## src/rtl/mem_stage_access_pkg.sv

```systemverilog
// Shared encodings for the MEM-stage data access path: load/store width
// codes, the access FSM states and a helper that maps a width code to a
// transfer size.
package mem_stage_access_pkg;

    // Load/store width as carried down the pipeline in EX/MEM.
    typedef enum logic [2:0] {
        BHW_B  = 3'b000,
        BHW_H  = 3'b001,
        BHW_W  = 3'b010,
        BHW_BU = 3'b011,
        BHW_HU = 3'b100
    } bhw_t;

    // Access sequencing: wait for a request, hold it on the bus, then
    // release the pipeline for exactly one cycle.
    typedef enum logic [1:0] {
        IDLE = 2'd0,
        BUSY = 2'd1,
        DONE = 2'd2
    } state_t;

    // Transfer size derived from the width code.
    typedef enum logic [1:0] {
        SZ_B = 2'd0,
        SZ_H = 2'd1,
        SZ_W = 2'd2
    } size_t;

    localparam int WORD_W = 32;

    // Signed and unsigned variants share a size; unknown codes fall back to
    // a full word so a corrupted code never produces a partial write.
    function automatic size_t bhw_size(input logic [2:0] bhw);
        case (bhw)
            BHW_B, BHW_BU: return SZ_B;
            BHW_H, BHW_HU: return SZ_H;
            default:       return SZ_W;
        endcase
    endfunction

endpackage

```

## src/rtl/mem_stage_access_lane.sv

```systemverilog
// Combinational byte-lane steering for a 32-bit little-endian word port:
// byte enables, store-data replication, load alignment/extension and the
// alignment check. Kept separate so other MEM-stage paths can reuse it.
module mem_lane_align
    import mem_stage_access_pkg::*;
(
    input  logic [1:0]        addr_lo,
    input  logic [2:0]        bhw,
    input  logic [WORD_W-1:0] wdata,
    input  logic [WORD_W-1:0] rdata,
    output logic [3:0]        be,
    output logic [WORD_W-1:0] wdata_rep,
    output logic [WORD_W-1:0] load_ext,
    output logic              misaligned
);

    size_t       size;
    logic        sign_ext;
    logic [15:0] lane;

    assign size     = bhw_size(bhw);
    assign sign_ext = (bhw == BHW_B) || (bhw == BHW_H);
    // Bring the addressed byte/halfword down to bit 0.
    assign lane     = 16'(rdata >> {addr_lo, 3'b000});

    // Per-size lane steering; word is the default for any unknown code.
    always_comb begin
        be         = 4'b1111;
        wdata_rep  = wdata;
        load_ext   = rdata;
        misaligned = 1'b0;
        case (size)
            SZ_B: begin
                be        = 4'b0001 << addr_lo;
                wdata_rep = {4{wdata[7:0]}};
                load_ext  = {{24{sign_ext & lane[7]}}, lane[7:0]};
            end
            SZ_H: begin
                be         = 4'b0011 << addr_lo;
                wdata_rep  = {2{wdata[15:0]}};
                load_ext   = {{16{sign_ext & lane[15]}}, lane[15:0]};
                misaligned = addr_lo[0];
            end
            default: begin
                misaligned = (addr_lo != 2'b00);
            end
        endcase
    end

endmodule

```

## src/rtl/mem_stage_access.sv

```systemverilog
// MEM-stage data access: converts the EX/MEM load/store into a request on a
// variable-latency req/ack word port, stalls the upstream pipeline while the
// transaction is outstanding and returns aligned, extended load data.
module mem_stage_access
    import mem_stage_access_pkg::*;
#(
    parameter int ADDR_W  = 32,
    parameter int TIMEOUT = 16
) (
    input  logic              i_clk,
    input  logic              i_reset,
    input  logic              i_clk_en,
    input  logic [31:0]       i_alu_result,
    input  logic [31:0]       i_write_data,
    input  logic              i_mem_read,
    input  logic              i_mem_write,
    input  logic [2:0]        i_bhw_type,
    output logic              o_dmem_req,
    output logic              o_dmem_we,
    output logic [ADDR_W-3:0] o_dmem_addr,
    output logic [3:0]        o_dmem_be,
    output logic [31:0]       o_dmem_wdata,
    input  logic [31:0]       i_dmem_rdata,
    input  logic              i_dmem_ack,
    output logic              o_stall,
    output logic [31:0]       o_load_data,
    output logic              o_misaligned,
    output logic              o_bus_error
);

    localparam int CNT_W = (TIMEOUT > 2) ? $clog2(TIMEOUT) : 1;

    state_t           state;
    logic [CNT_W-1:0] cnt;
    logic [2:0]       bhw_q;
    logic [1:0]       addr_lo_q;

    logic             access;
    logic [1:0]       al_addr_lo;
    logic [2:0]       al_bhw;
    logic [3:0]       al_be;
    logic [31:0]      al_wdata;
    logic [31:0]      al_load;
    logic             al_mis;

    assign access = i_mem_read | i_mem_write;

    // While busy the steering works from the latched access so load
    // extension does not depend on EX/MEM staying frozen.
    assign al_addr_lo = (state == BUSY) ? addr_lo_q : i_alu_result[1:0];
    assign al_bhw     = (state == BUSY) ? bhw_q     : i_bhw_type;

    mem_lane_align u_align (
        .addr_lo    (al_addr_lo),
        .bhw        (al_bhw),
        .wdata      (i_write_data),
        .rdata      (i_dmem_rdata),
        .be         (al_be),
        .wdata_rep  (al_wdata),
        .load_ext   (al_load),
        .misaligned (al_mis)
    );

    // Stall starts combinationally on an aligned access so EX/MEM freezes
    // in the same cycle; reset forces it low immediately.
    assign o_stall = ~i_reset &
                     ((state == BUSY) | ((state == IDLE) & access & ~al_mis));

    // Access FSM with its timeout counter and all registered outputs.
    always_ff @(posedge i_clk or posedge i_reset) begin
        if (i_reset) begin
            state        <= IDLE;
            cnt          <= '0;
            bhw_q        <= 3'b000;
            addr_lo_q    <= 2'b00;
            o_dmem_req   <= 1'b0;
            o_dmem_we    <= 1'b0;
            o_dmem_addr  <= '0;
            o_dmem_be    <= 4'b0000;
            o_dmem_wdata <= 32'h0;
            o_load_data  <= 32'h0;
            o_misaligned <= 1'b0;
            o_bus_error  <= 1'b0;
        end else if (i_clk_en) begin
            o_misaligned <= 1'b0;
            o_bus_error  <= 1'b0;
            case (state)
                IDLE: begin
                    if (access) begin
                        if (al_mis) begin
                            o_misaligned <= 1'b1;
                        end else begin
                            state        <= BUSY;
                            cnt          <= '0;
                            o_dmem_req   <= 1'b1;
                            // A simultaneous read+write is treated as a store.
                            o_dmem_we    <= i_mem_write;
                            o_dmem_addr  <= i_alu_result[ADDR_W-1:2];
                            o_dmem_be    <= al_be;
                            o_dmem_wdata <= al_wdata;
                            bhw_q        <= i_bhw_type;
                            addr_lo_q    <= i_alu_result[1:0];
                        end
                    end
                end
                BUSY: begin
                    if (i_dmem_ack) begin
                        o_dmem_req <= 1'b0;
                        state      <= DONE;
                        if (!o_dmem_we)
                            o_load_data <= al_load;
                    end else if (cnt == CNT_W'(TIMEOUT - 1)) begin
                        o_dmem_req  <= 1'b0;
                        o_bus_error <= 1'b1;
                        o_load_data <= 32'h0;
                        state       <= DONE;
                    end else begin
                        cnt <= cnt + 1'b1;
                    end
                end
                DONE: begin
                    // One unstalled cycle lets EX/MEM advance; never issue here.
                    state <= IDLE;
                end
                default: begin
                    state <= IDLE;
                end
            endcase
        end
    end

endmodule

```

## config.mk

```make
export PLATFORM = sky130hd
export DESIGN_NAME = mem_stage_access
export DESIGN_NICKNAME = d
export VERILOG_FILES = /design/src/rtl/mem_stage_access_pkg.sv /design/src/rtl/mem_stage_access_lane.sv /design/src/rtl/mem_stage_access.sv
export SDC_FILE = /design/constraint.sdc
export NUM_CORES = 1
export LEC_CHECK = 0
export CORE_ASPECT_RATIO = 0.5
export CORE_UTILIZATION = 44
export CTS_BUF_LIST = sky130_fd_sc_hd__clkbuf_8 sky130_fd_sc_hd__clkbuf_16
export DETAILED_ROUTE_END_ITERATION = 10
export PLACE_DENSITY = 0.81
export SYNTH_ARGS = -nofsm -noshare
export SYNTH_HDL_FRONTEND = slang
export SYNTH_SLANG_ARGS = --single-unit
```

## constraint.sdc

```tcl
create_clock -name i_clk -period 4.7 [get_ports i_clk]
set_clock_uncertainty 0.15 [all_clocks]
set_input_delay 0.94 -clock i_clk [delete_from_list [all_inputs] [get_ports i_clk]]
set_output_delay 0.94 -clock i_clk [all_outputs]
set_load 0.01 [all_outputs]
```

-- Word level (Yosys, flattened, before mapping)
Index checks and enable logic that the tools add are counted.
W data, S select, Z words.
- register bits: 113
- latch bits: 0
- bits in writable memories: 0
- ROM bits: 0
- input port bits: 105
- output and inout port bits: 103
- logic and storage cells: 82
- memories: 0
- add/sub/neg operators: 1
- $mul: 0
- divide/modulo/power cells: 0
- magnitude comparators: 0
- eq/ne operators: 12
- shift operators: 3
- multiplexer cells: 31
- bitwise logic cells: 9
- reduce and logical (&&, ||, !) cells: 14
- operators with widths (cell ; number):
    $pmux W32 S2 ; 2
    $mux W32 ; 3
    $shr A32 B5 Y16 ; 1
    $mux W4 ; 4
    $pmux W4 S2 ; 2
    $reduce_and A4 Y1 ; 3
    $mux W1 ; 10
    $mux W2 ; 5
    $ne A2 B2 Y1 const B ; 5
    $pmux W2 S2 ; 2
    $reduce_and A6 Y1 ; 1
    $reduce_bool A2 Y1 ; 3
    $and A1 B1 Y1 ; 5
    $reduce_and A5 Y1 ; 1
    $add A4 B1 Y4 const B ; 1
    $eq A2 B1 Y1 const B ; 2
    $eq A4 B4 Y1 const B ; 1
    $logic_not A2 Y1 ; 2
    $pmux W1 S2 ; 2
    $reduce_or A2 Y1 ; 2
    $shl A1 B2 Y4 const A ; 1
    $shl A2 B2 Y4 const A ; 1
    $eq A3 B1 Y1 const B ; 1
    $eq A3 B2 Y1 const B ; 1
    7 further kinds ; 9

-- Longest topological paths before layout
- depth after elaboration: 11
- depth in mapped cells: 11
- mapped depth without buffers: 7

-- Hierarchy
A second synthesis with hierarchy kept.
- cells, all modules: 599
- area, all modules: 6636.4 um^2
- modules (own cells, without submodules) (module ; instances ; cells each ; area an instance (um^2) ; sequential area each (um^2)):
    mem_stage_access ; 1 ; 331 ; 4869.7 ; 2827.7
    mem_lane_align ; 1 ; 268 ; 1766.7 ; 0.0

-- Worst setup path after synthesis
No wires, ideal clock.
- kind: input -> output
- from: input port i_bhw_type[0]
- to: output port o_stall
- arrival: 2.226 ns
- required time: 3.610 ns
- slack: 1.384 ns
- stages: 6
- path through: o31a_1 -> nand2b_1 -> clkbuf_1 -> o22a_1 -> a21oi_1 -> nor3_1
- longest elaborated chain between the ends: 10
- elaborated cells between the ends (all ways): 15
- those cells by class: 4 x eq/ne; 3 x mux; 4 x bitwise; 4 x reduce/logical
- RTL lines (item ; RTL line ; text):
    start: declaration ; mem_stage_access.sv:17 ; input logic [2:0] i_bhw_type,
    $mux W3 (*) ; mem_stage_access.sv:51 ; assign al_bhw = (state == BUSY) ? bhw_q : i_bhw_type;
    $eq A3 B3 Y1 (tied with other cells) ; mem_stage_access_pkg.sv:35 ; case (bhw)
    $reduce_or A2 Y1 ; mem_stage_access_pkg.sv:35 ;
    $pmux W2 S2 (*) ; mem_stage_access_pkg.sv:35 ;
    $eq A2 B1 Y1 / $logic_not A2 Y1 (equally long branches) ; mem_stage_access_lane.sv:32 ; case (size)
    $pmux W1 S2 (*) ; mem_stage_access_lane.sv:32 ;
    $not A1 Y1 (no line) (*) ; n/a ;
    $and A1 B1 Y1 (*) ; mem_stage_access.sv:67 ; ((state == BUSY) | ((state == IDLE) & access & ~al_mis));
    $or A1 B1 Y1 (*) ; mem_stage_access.sv:67 ;
    $and A1 B1 Y1 (*) ; mem_stage_access.sv:66 ; assign o_stall = ~i_reset &
    end: declaration ; mem_stage_access.sv:25 ; output logic o_stall,
Mark *: on every way between the ends. The rest lies on a longest branch, timed or not.

-- Final worst setup path
- from: register state[1]
- to: output port o_stall
- longest elaborated chain between the ends: 11
- elaborated cells between the ends (all ways): 20
- those cells by class: 5 x eq/ne; 4 x mux; 5 x bitwise; 6 x reduce/logical
- RTL lines (item ; RTL line ; text):
    start: declaration ; mem_stage_access.sv:33 ; state_t state;
    start signal: assignment ; mem_stage_access.sv:72 ; state <= IDLE;
    start signal: assignment ; mem_stage_access.sv:93 ; state <= BUSY;
    start signal: assignment ; mem_stage_access.sv:109 ; state <= DONE;
    $eq A2 B1 Y1 ; mem_stage_access.sv:50, mem_stage_access.sv:51, mem_stage_access.sv:67 ;
    $mux W3 ; mem_stage_access.sv:51 ;
    $eq A3 B3 Y1 (tied with other cells) ; mem_stage_access_pkg.sv:35 ;
    $reduce_or A2 Y1 ; mem_stage_access_pkg.sv:35 ;
    $pmux W2 S2 ; mem_stage_access_pkg.sv:35 ;
    $eq A2 B1 Y1 / $logic_not A2 Y1 (equally long branches) ; mem_stage_access_lane.sv:32 ;
    $pmux W1 S2 ; mem_stage_access_lane.sv:32 ;
    $not A1 Y1 (no line) ; n/a ;
    $and A1 B1 Y1 ; mem_stage_access.sv:67 ;
    $or A1 B1 Y1 (*) ; mem_stage_access.sv:67 ;
    $and A1 B1 Y1 (*) ; mem_stage_access.sv:66 ;
Marked as above.

==> out/results.txt <==
Aggregate routed wire length: 15.6 mm
Combinational family with the most area after synthesis: compound AO/OA/AOI/OAI gates
Final TNS setup: 0 ns
HPWL after detailed placement: 11.0 mm
Async set-reset flop share out of synthesis: 100%
Worst-path clk slew: 0.05 ns
Leading cell type in the layout, fill and taps excluded: sky130_fd_sc_hd__clkdlybuf4s50_1
Main area contributors after synthesis: sky130_fd_sc_hd__dfrtp_1 54%, sky130_fd_sc_hd__mux2_2 11%, sky130_fd_sc_hd__nand2_1 5.0%, sky130_fd_sc_hd__o21ai_0 4.7%, sky130_fd_sc_hd__a21oi_1 2.5%
Crit path arrival time: 3.04 ns
Power density over the cells: 693 nW/µm²
Number of DRC violations after detailed-routing iteration 0: 284
Number of hold buffers added after cts: 0
Via Count: 4823
Leading register cell type out of synthesis: sky130_fd_sc_hd__dfrtp_1
Clock sink total: 113
Worst setup path class: flop to primary output
Initial antenna violation count: 0
Height of the chip: 79.5 µm
Number of antenna-violating nets in the routed design: 0
Number of library cell types mapped by synthesis: 53
Total DRC errors in the routed layout: 0
Via count of the first global-routing pass: 4791
Portion of netlist area occupied by mux cells: 13.6%
Critical path buffers and inverters: 1
XOR/XNOR Fraction of Synth Area: 0.498%
WL met3: 1.06 mm
Post-synthesis sequential element count: 113
Total placed cells including tap cells: 842
Synthesized instance count: 495
Number of setup buffers added after CTS: 0
Detail-routed via count per cell: 5.52
Top routing layer in use: met4
Share of layout cells above drive strength 1: 14.1%
Worst path max stage delay: 0.58 ns
Outcome: complete, no violations
Headroom to the max-slew limit: 47.7%
Share of synthesized cell area in full adder, half adder and majority cells: 0.237%
Pre-antenna DRT Iters: 5
Class of the most critical hold timing path: flop to flop
Max-slew violation count: 0
Cell family with most CP delay: simple AND/OR/NAND/NOR gates
Non-filler cells in the finished layout: 873
Global-route wire length before repair: 24.6 mm
Maximum number of pins on one net before global-route repair: 64
Effective utilization at floorplan: 46.6%
Cell breakdown of the critical path: nand2b_1 > mux2i_1 > o2bb2a_4 > o22a_1 > a21oi_1 > nor3_1 > clkdlybuf4s50_1
Peak fanout along the critical path: 9
Endpoint required time on the critical path: 3.61 ns
Final critical-path share of the clock period: 87.8%
Max-cap violations: 0
Cell row count: 27
Netlist area before placement: 5280 µm²
Final cell utilization of the core: 72.0%
Total of buffers placed on input and output ports: 207
Setup repair after global routing missed its margin: false
Critical Path Source Type: flop
Met2 wirelength from detailed routing: 7.79 mm
Count of flip-flops with a built-in enable after synthesis: 0
Final period demand of the worst path: 4.13 ns
RePlAce Congestion: 0.841
Count of yosys warnings during synthesis: 0
DIE WIDTH: 157 µm
Number of top-level pins: 208
Area share of the largest cell type after synthesis: 53.6%
Sequential area share after synthesis: 53.6%
Share of synthesized cell area in and, or, nand and nor gates: 11.8%
Leak: 3.52 nW
Maximum number of buffers from clock root to sink: 2
DR WL/cell: 17.9 µm
Net count after synthesis: 601
Number of buffers created by CTS: 17
N_diodes: 0
P&R area growth vs syn: 54.4%
Worst vdd ir: 0.322 mV
Number of cells upsized or downsized after cts: 0
Grt ovf: 0
Library cell contributing the largest single delay on the critical path: sky130_fd_sc_hd__clkdlybuf4s50_1
Die area: 12500 µm²
Total of endpoints with negative setup slack in the final report: 0
Total routed wire length on the met1 layer: 6.42 mm
Pin slew with the least headroom to its limit: 0.784 ns
Setup crit end kind: primary output
Root Driver: sky130_fd_sc_hd__clkbuf_16
Commonest non-fill, non-tap cells in the layout: 207 x sky130_fd_sc_hd__clkdlybuf4s50_1, 113 x sky130_fd_sc_hd__dfrtp_1, 70 x sky130_fd_sc_hd__nand2_1
Area of the core: 11300 µm²
TritonCTS clock tree: yes
All-layer global routing usage: 26.0%
Avg Inst Size Synth: 10.7 µm²
Final nets: 808
Synthesized-area fraction occupied by ao, oa, aoi and oai cells: 16.5%
H-tree depth: 4
Post-route worst hold slack: 0.331 ns
Total Power: 5.65 mW
Final count of hold timing violations: 0
Worst-skew pair later-pin latency: 0.40 ns
Achievable clock frequency: 242 MHz
Largest area contributor in the netlist: sky130_fd_sc_hd__dfrtp_1
-- logic make-up (layout without fill, tap and decap cells) --
kind of cell	Yosys count	after routing
AND/OR/NAND/NOR	141	141
buffers and inverters	42	261
adder cells (fa/ha/maj)	1	1
XOR/XNOR	3	3
flip-flops	113	113
AO/OA/AOI/OAI	131	131
multiplexers	64	64
-- state kept, by name (all words and copies together), names as in the netlist --
name and count:
state 2, o_dmem_addr 30, o_dmem_req 1, o_misaligned 1, o_dmem_wdata 32, cnt 4, o_load_data 32, o_dmem_we 1
bhw_q 3, o_dmem_be 4, o_bus_error 1, addr_lo_q 2
-- tightest hold or removal path, delay by kind of cell, from the launching register on --
kind,cells,cell delay (ns)
compound gates,1,0.06
flops,1,0.34
simple gates,1,0.05
-- per-stage QoR --
step           worst slack [ns]  instance area, µm²
2_1_floorplan             0.623                5280
3_3_place_gp              0.676                7490
3_5_place_dp              0.610                7490
4_1_cts                   0.575                8150
5_1_grt                   0.459                8150
6_report                  0.573                8150
-- cells in the mapped netlist, types with 4 or more instances --
master	number
sky130_fd_sc_hd__dfrtp_1	113
sky130_fd_sc_hd__nand2_1	70
sky130_fd_sc_hd__mux2_2	52
sky130_fd_sc_hd__o21ai_0	50
sky130_fd_sc_hd__nor2_1	32
sky130_fd_sc_hd__a21oi_1	26
sky130_fd_sc_hd__clkbuf_1	14
sky130_fd_sc_hd__nand3_1	13
sky130_fd_sc_hd__mux2i_1	11
sky130_fd_sc_hd__a221oi_1	10
sky130_fd_sc_hd__inv_1	10
sky130_fd_sc_hd__and3_1	9
sky130_fd_sc_hd__a221o_1	7
sky130_fd_sc_hd__a22oi_1	7
sky130_fd_sc_hd__buf_4	7
sky130_fd_sc_hd__o221ai_1	7
sky130_fd_sc_hd__nand2b_1	5
sky130_fd_sc_hd__buf_2	4
-- power breakdown --
part / internal, mW / switching, mW / total, mW / leakage [nW]
sequential: 1.42 / 0.266 / 1.69 / 1.39
combinational: 1.34 / 1.18 / 2.52 / 1.79
clock: 0.998 / 0.442 / 1.44 / 0.334
total: 3.76 / 1.88 / 5.65 / 3.52
-- area by class of cell --
type,count,area (µm²)
Sequential cell,113,2830
Tap cell,159,199
Fill cell,791,3170
Clock inverter,13,219
Clock buffer,18,439
Multi-Input combinational cell,340,2260
Inverter,11,43.8
Timing Repair Buffer,219,2160
-- final timing paths --
check	from	end	slack (ns)	depth (start not counted)
worst max-delay path	state[1]$_DFFE_PP0P_	o_stall	0.57	7
worst min-delay path	o_load_data[16]$_DFFE_PP0P_	o_load_data[16]$_DFFE_PP0P_	0.33	2
worst max register to register	state[1]$_DFFE_PP0P_	o_load_data[29]$_DFFE_PP0P_	1.33	7
worst min register to register	o_load_data[16]$_DFFE_PP0P_	o_load_data[16]$_DFFE_PP0P_	0.33	2
max in group asynchronous	i_reset	o_load_data[19]$_DFFE_PP0P_	2.64	3
min in group asynchronous	i_reset	cnt[1]$_DFFE_PP0P_	0.89	2
-- per-layer routing --
layer / track usage, % / up-vias
met5: 0 / -
met4: 9.90 / 0
met3: 7.22 / 31
met2: 43.2 / 194
met1: 32.5 / 2389
li1: - / 2209
Power figures use the tool's default switching activity.
==> edit 1: new RTL, same settings <==
Change the parameter `ADDR_W` from 32 to 24.
--- a/src/rtl/mem_stage_access.sv
+++ b/src/rtl/mem_stage_access.sv
@@ -5,5 +5,5 @@
     import mem_stage_access_pkg::*;
 #(
-    parameter int ADDR_W  = 32,
+    parameter int ADDR_W  = 24,
     parameter int TIMEOUT = 16
 ) (
Interface: changed (resized o_dmem_addr); port bits go from 208 to 200. No check against the original RTL was run, so the function may have changed too.
==> edit 1 against the unedited design <==
Via count fell by 7.9%; worst setup slack improved by 0.065 ns; routed wire length shrank 7.2%; clock power fell by 43%; area after synthesis up 0.64%; cell count decreased by 5.4%; register-to-register slack better by 0.16 ns; critical path depth is 1 higher; combinational power rose by 4%; die area rose by 0.63%; hold slack about the same; power decreased by 11%; sequential cell count down 8; final area fell by 6.7%; critical endpoint unchanged; largest power group unchanged; highest routed layer unchanged.
==> edit 1: results <==
group,metric,value,unit
cells_and_area,nClkBuffers,9,
routing,wl_per_cell,17.57,µm
cts,cts.sinks,105,
cells_and_area,nMultiInputCombCells,337,
routing,wl_met2,7.084,mm
critical_path,reg2reg_to,"o_load_data[27]",
status,status,"finished, final reports clean",
worst_hold_path,min_to,"o_load_data[19]",
global_route,grt_pass1_wl,23.15,mm
routing,wl_met3,1.006,mm
power,leakage,3.342,nW
logic_synthesis,ys_seq_area_share,49.46,%
place,hpwl,10.37,mm
place,port_buffers,191,
routing,via_per_inst,5.375,
place,place_congestion,0.8537,
global_route,met3_usage,5.700,%
cells_and_area,reg.largest.list,"o_dmem_wdata (32), o_load_data (32), o_dmem_addr (22)",
global_route,grt_pass1_vias,4470,
die,dieArea,0.01254,mm²
cells_and_area,nNonClkBuffers,201,
cells_and_area,buf_share,26.29,%
timing,slew_headroom,39.01,%
power,irDropWorstVdd,0.3347,mV
critical_path,slowest_delay,0.56,ns
critical_path,r2r_setup_slack,1.49,ns
global_route,grt_usage,24.14,%
cells_and_area,multi_input_area_share,31.85,%
logic_synthesis,synth_area_leaders,"dfrtp_1, mux2_4, nand2_1",
cells_and_area,drive_gt1_share,14.09,%
global_route,grtUsageMet2,41.42,%
global_route,use_met1,30.12,%
cells_and_area,nNetsFinal,768,
critical_path,arrival,2.97,ns
logic_synthesis,syn_nets,587,
cts,clk_latency,0.34,ns
cells_and_area,clkCellAreaFrac,4.261,%
cts,clk_pin_slew_worst_paths,0.07,ns
place,postPlaceCellArea,0.007281,mm²
cts,h-tree-depth,3,
critical_path,cpLargestDelayFamily,"buffers and inverters",
cells_and_area,final_area,0.007605,mm²
critical_path,reg2reg_depth,6,
routing,drt_iter0_markers,235,
## edit 1: how the worst max path moves through the flow
stage	start	end	slack, ns
final	i_alu_result[1]	o_stall	0.64
after global routing	i_bhw_type[0]	o_stall	0.51
after CTS	i_bhw_type[0]	o_stall	0.64
after detailed placement	i_bhw_type[0]	o_stall	0.65
after global placement	i_alu_result[1]	o_stall	0.65
after floorplan	i_reset	addr_lo_q[0]	0.85
## edit 1: power breakdown
group | total (mW) | internal, mW | switching [mW]
Clock | 0.817 | 0.472 | 0.345
Combinational | 2.62 | 1.43 | 1.19
Sequential | 1.60 | 1.34 | 0.267
## edit 1: through the flow
stage	hold slack [ns]	utilization, %	instances	worst slack, ns
after global placement	0.3119	64.14	810	0.6502
after detailed placement	0.3179	64.14	810	0.6495
after CTS	0.3337	67.00	826	0.6405
after floorplan	0.3193	-	481	0.8495
final	0.3311	67.00	826	0.6382
after global routing	0.3536	67.00	826	0.5104
==> edit 2: new RTL, same flow settings <==
Without the edit above. Re-encode `state_t` (3 states) as one-hot, 3 bits wide.
--- a/src/rtl/mem_stage_access_pkg.sv
+++ b/src/rtl/mem_stage_access_pkg.sv
@@ -15,8 +15,8 @@
     // Access sequencing: wait for a request, hold it on the bus, then
     // release the pipeline for exactly one cycle.
-    typedef enum logic [1:0] {
-        IDLE = 2'd0,
-        BUSY = 2'd1,
-        DONE = 2'd2
+    typedef enum logic [2:0] {
+        IDLE = 3'b001,
+        BUSY = 3'b010,
+        DONE = 3'b100
     } state_t;
 
Behaviour: same outputs for any inputs over 4 cycles, from zero or initial values and one cycle with i_reset high; so few cycles prove little.
==> edit 2 against the unedited design <==
The flow now finishes with violations (design-rule violations); count of clock-buffer cells in the layout increased by 1; hold slack better by 0.00089 ns; routed wire length rose by 7.7%; worst setup slack worse by 0.056 ns; area after synthesis increased by 12%; power shrank 2.3%; synthesized cell count up 0.61%; sequential cell count grew 1; via count up 1.9%; non-clock buffer count down 3; die area up 11%; first-iteration DRC count increased by 76%; final area grew 6.7%; critical endpoint unchanged; largest cell class unchanged.
==> edit 2: results <==
group,metric,value,unit
status,status,"finished, violations left",
status,violations,"design-rule violations",
critical_path,r2r_setup_slack,1.66,ns
critical_path,arrival,3.09,ns
critical_path,cp.depth,6,
critical_path,slowest_delay,0.62,ns
global_route,grt_usage,25.03,%
place,place_congestion,0.8135,
cells_and_area,multi_input_area,0.002794,mm²
global_route,grt_pass1_wl,27.16,mm
critical_path,cpMaxStageDelayCell,"mux2i_4",
routing,via_per_inst,5.575,
critical_path,reg2reg_depth,6,
logic_synthesis,synth_area_leaders,"dfrtp_1, mux2_4, mux2_2",
logic_synthesis,synth_cell_types,55,
cells_and_area,fillers,940,
timing,hold_ws,0.3320,ns
power,leakage,3.706,nW
logic_synthesis,syn_nets,604,
logic_synthesis,ys_seq_area_share,48.42,%
critical_path,rr_startpoint,"state[2]",
routing,route.detailed.drc,18,
logic_synthesis,avgSynthCellArea,11.84,µm²
logic_synthesis,synth_compound_area_share,11.31,%
global_route,grt_max_degree,66,
worst_hold_path,min_to,"o_load_data[31]",
place,dp.cells,850,
routing,drtPass1Iterations,9,
timing,slew_headroom,11.74,%
logic_synthesis,synth_common_cells,"dfrtp_1, mux2_2, nand2_1",
cells_and_area,nNetsFinal,805,
worst_hold_path,hold_start,"o_load_data[31]",
place,postPlaceCellArea,0.008054,mm²
place,hpwl,11.53,mm
edit 2: worst max-delay path by stage:
stage	startpoint	end	slack, ns
global placement	i_alu_result[0]	o_stall	0.62
CTS	i_alu_result[0]	o_stall	0.55
floorplan	i_reset	addr_lo_q[0]	0.60
finish	i_alu_result[0]	o_stall	0.52
detailed placement	i_alu_result[0]	o_stall	0.56
global route	i_alu_result[0]	o_stall	0.43
edit 2: layout make-up:
class                   instances  area share [%]
flip-flops and latches        114           32.81
multi-input cells             343           32.12
repair buffers                216           24.88
clock buffers                  19           5.207
well taps                     170           2.445
clock inverters                13           2.201
inverters                       7          0.3308
edit 2: routing by layer:
metal	wire length, µm	global-route usage [%]
met1	7224	31.65
met2	8121	40.87
met3	1029	6.259
met4	468	11.30
met5	0	0
edit 2: kinds of logic (layout without fill, tap and decap cells):
logic type	after synthesis	count (layout)
AO/OA/AOI/OAI	94	94
adder cells (fa/ha/maj)	1	1
XOR/XNOR	4	4
flip-flops	114	114
multiplexers	121	121
AND/OR/NAND/NOR	123	123
buffers and inverters	41	255
edit 2: worst min-delay path: stages, from the launching register on:
cell and delay (ns):
dfrtp_1 0.34, nand2_1 0.05, o31ai_1 0.06
edit 2: power groups by stage:
stage | registers [mW] | clock network, mW | logic (mW)
2_1_floorplan | 1.90 | 0 | 1.00
3_3_place_gp | 1.72 | 0 | 2.29
3_5_place_dp | 1.75 | 0 | 2.34
4_1_cts | 1.75 | 1.43 | 2.36
5_1_grt | 1.80 | 1.48 | 2.49
6_report | 1.75 | 1.41 | 2.36
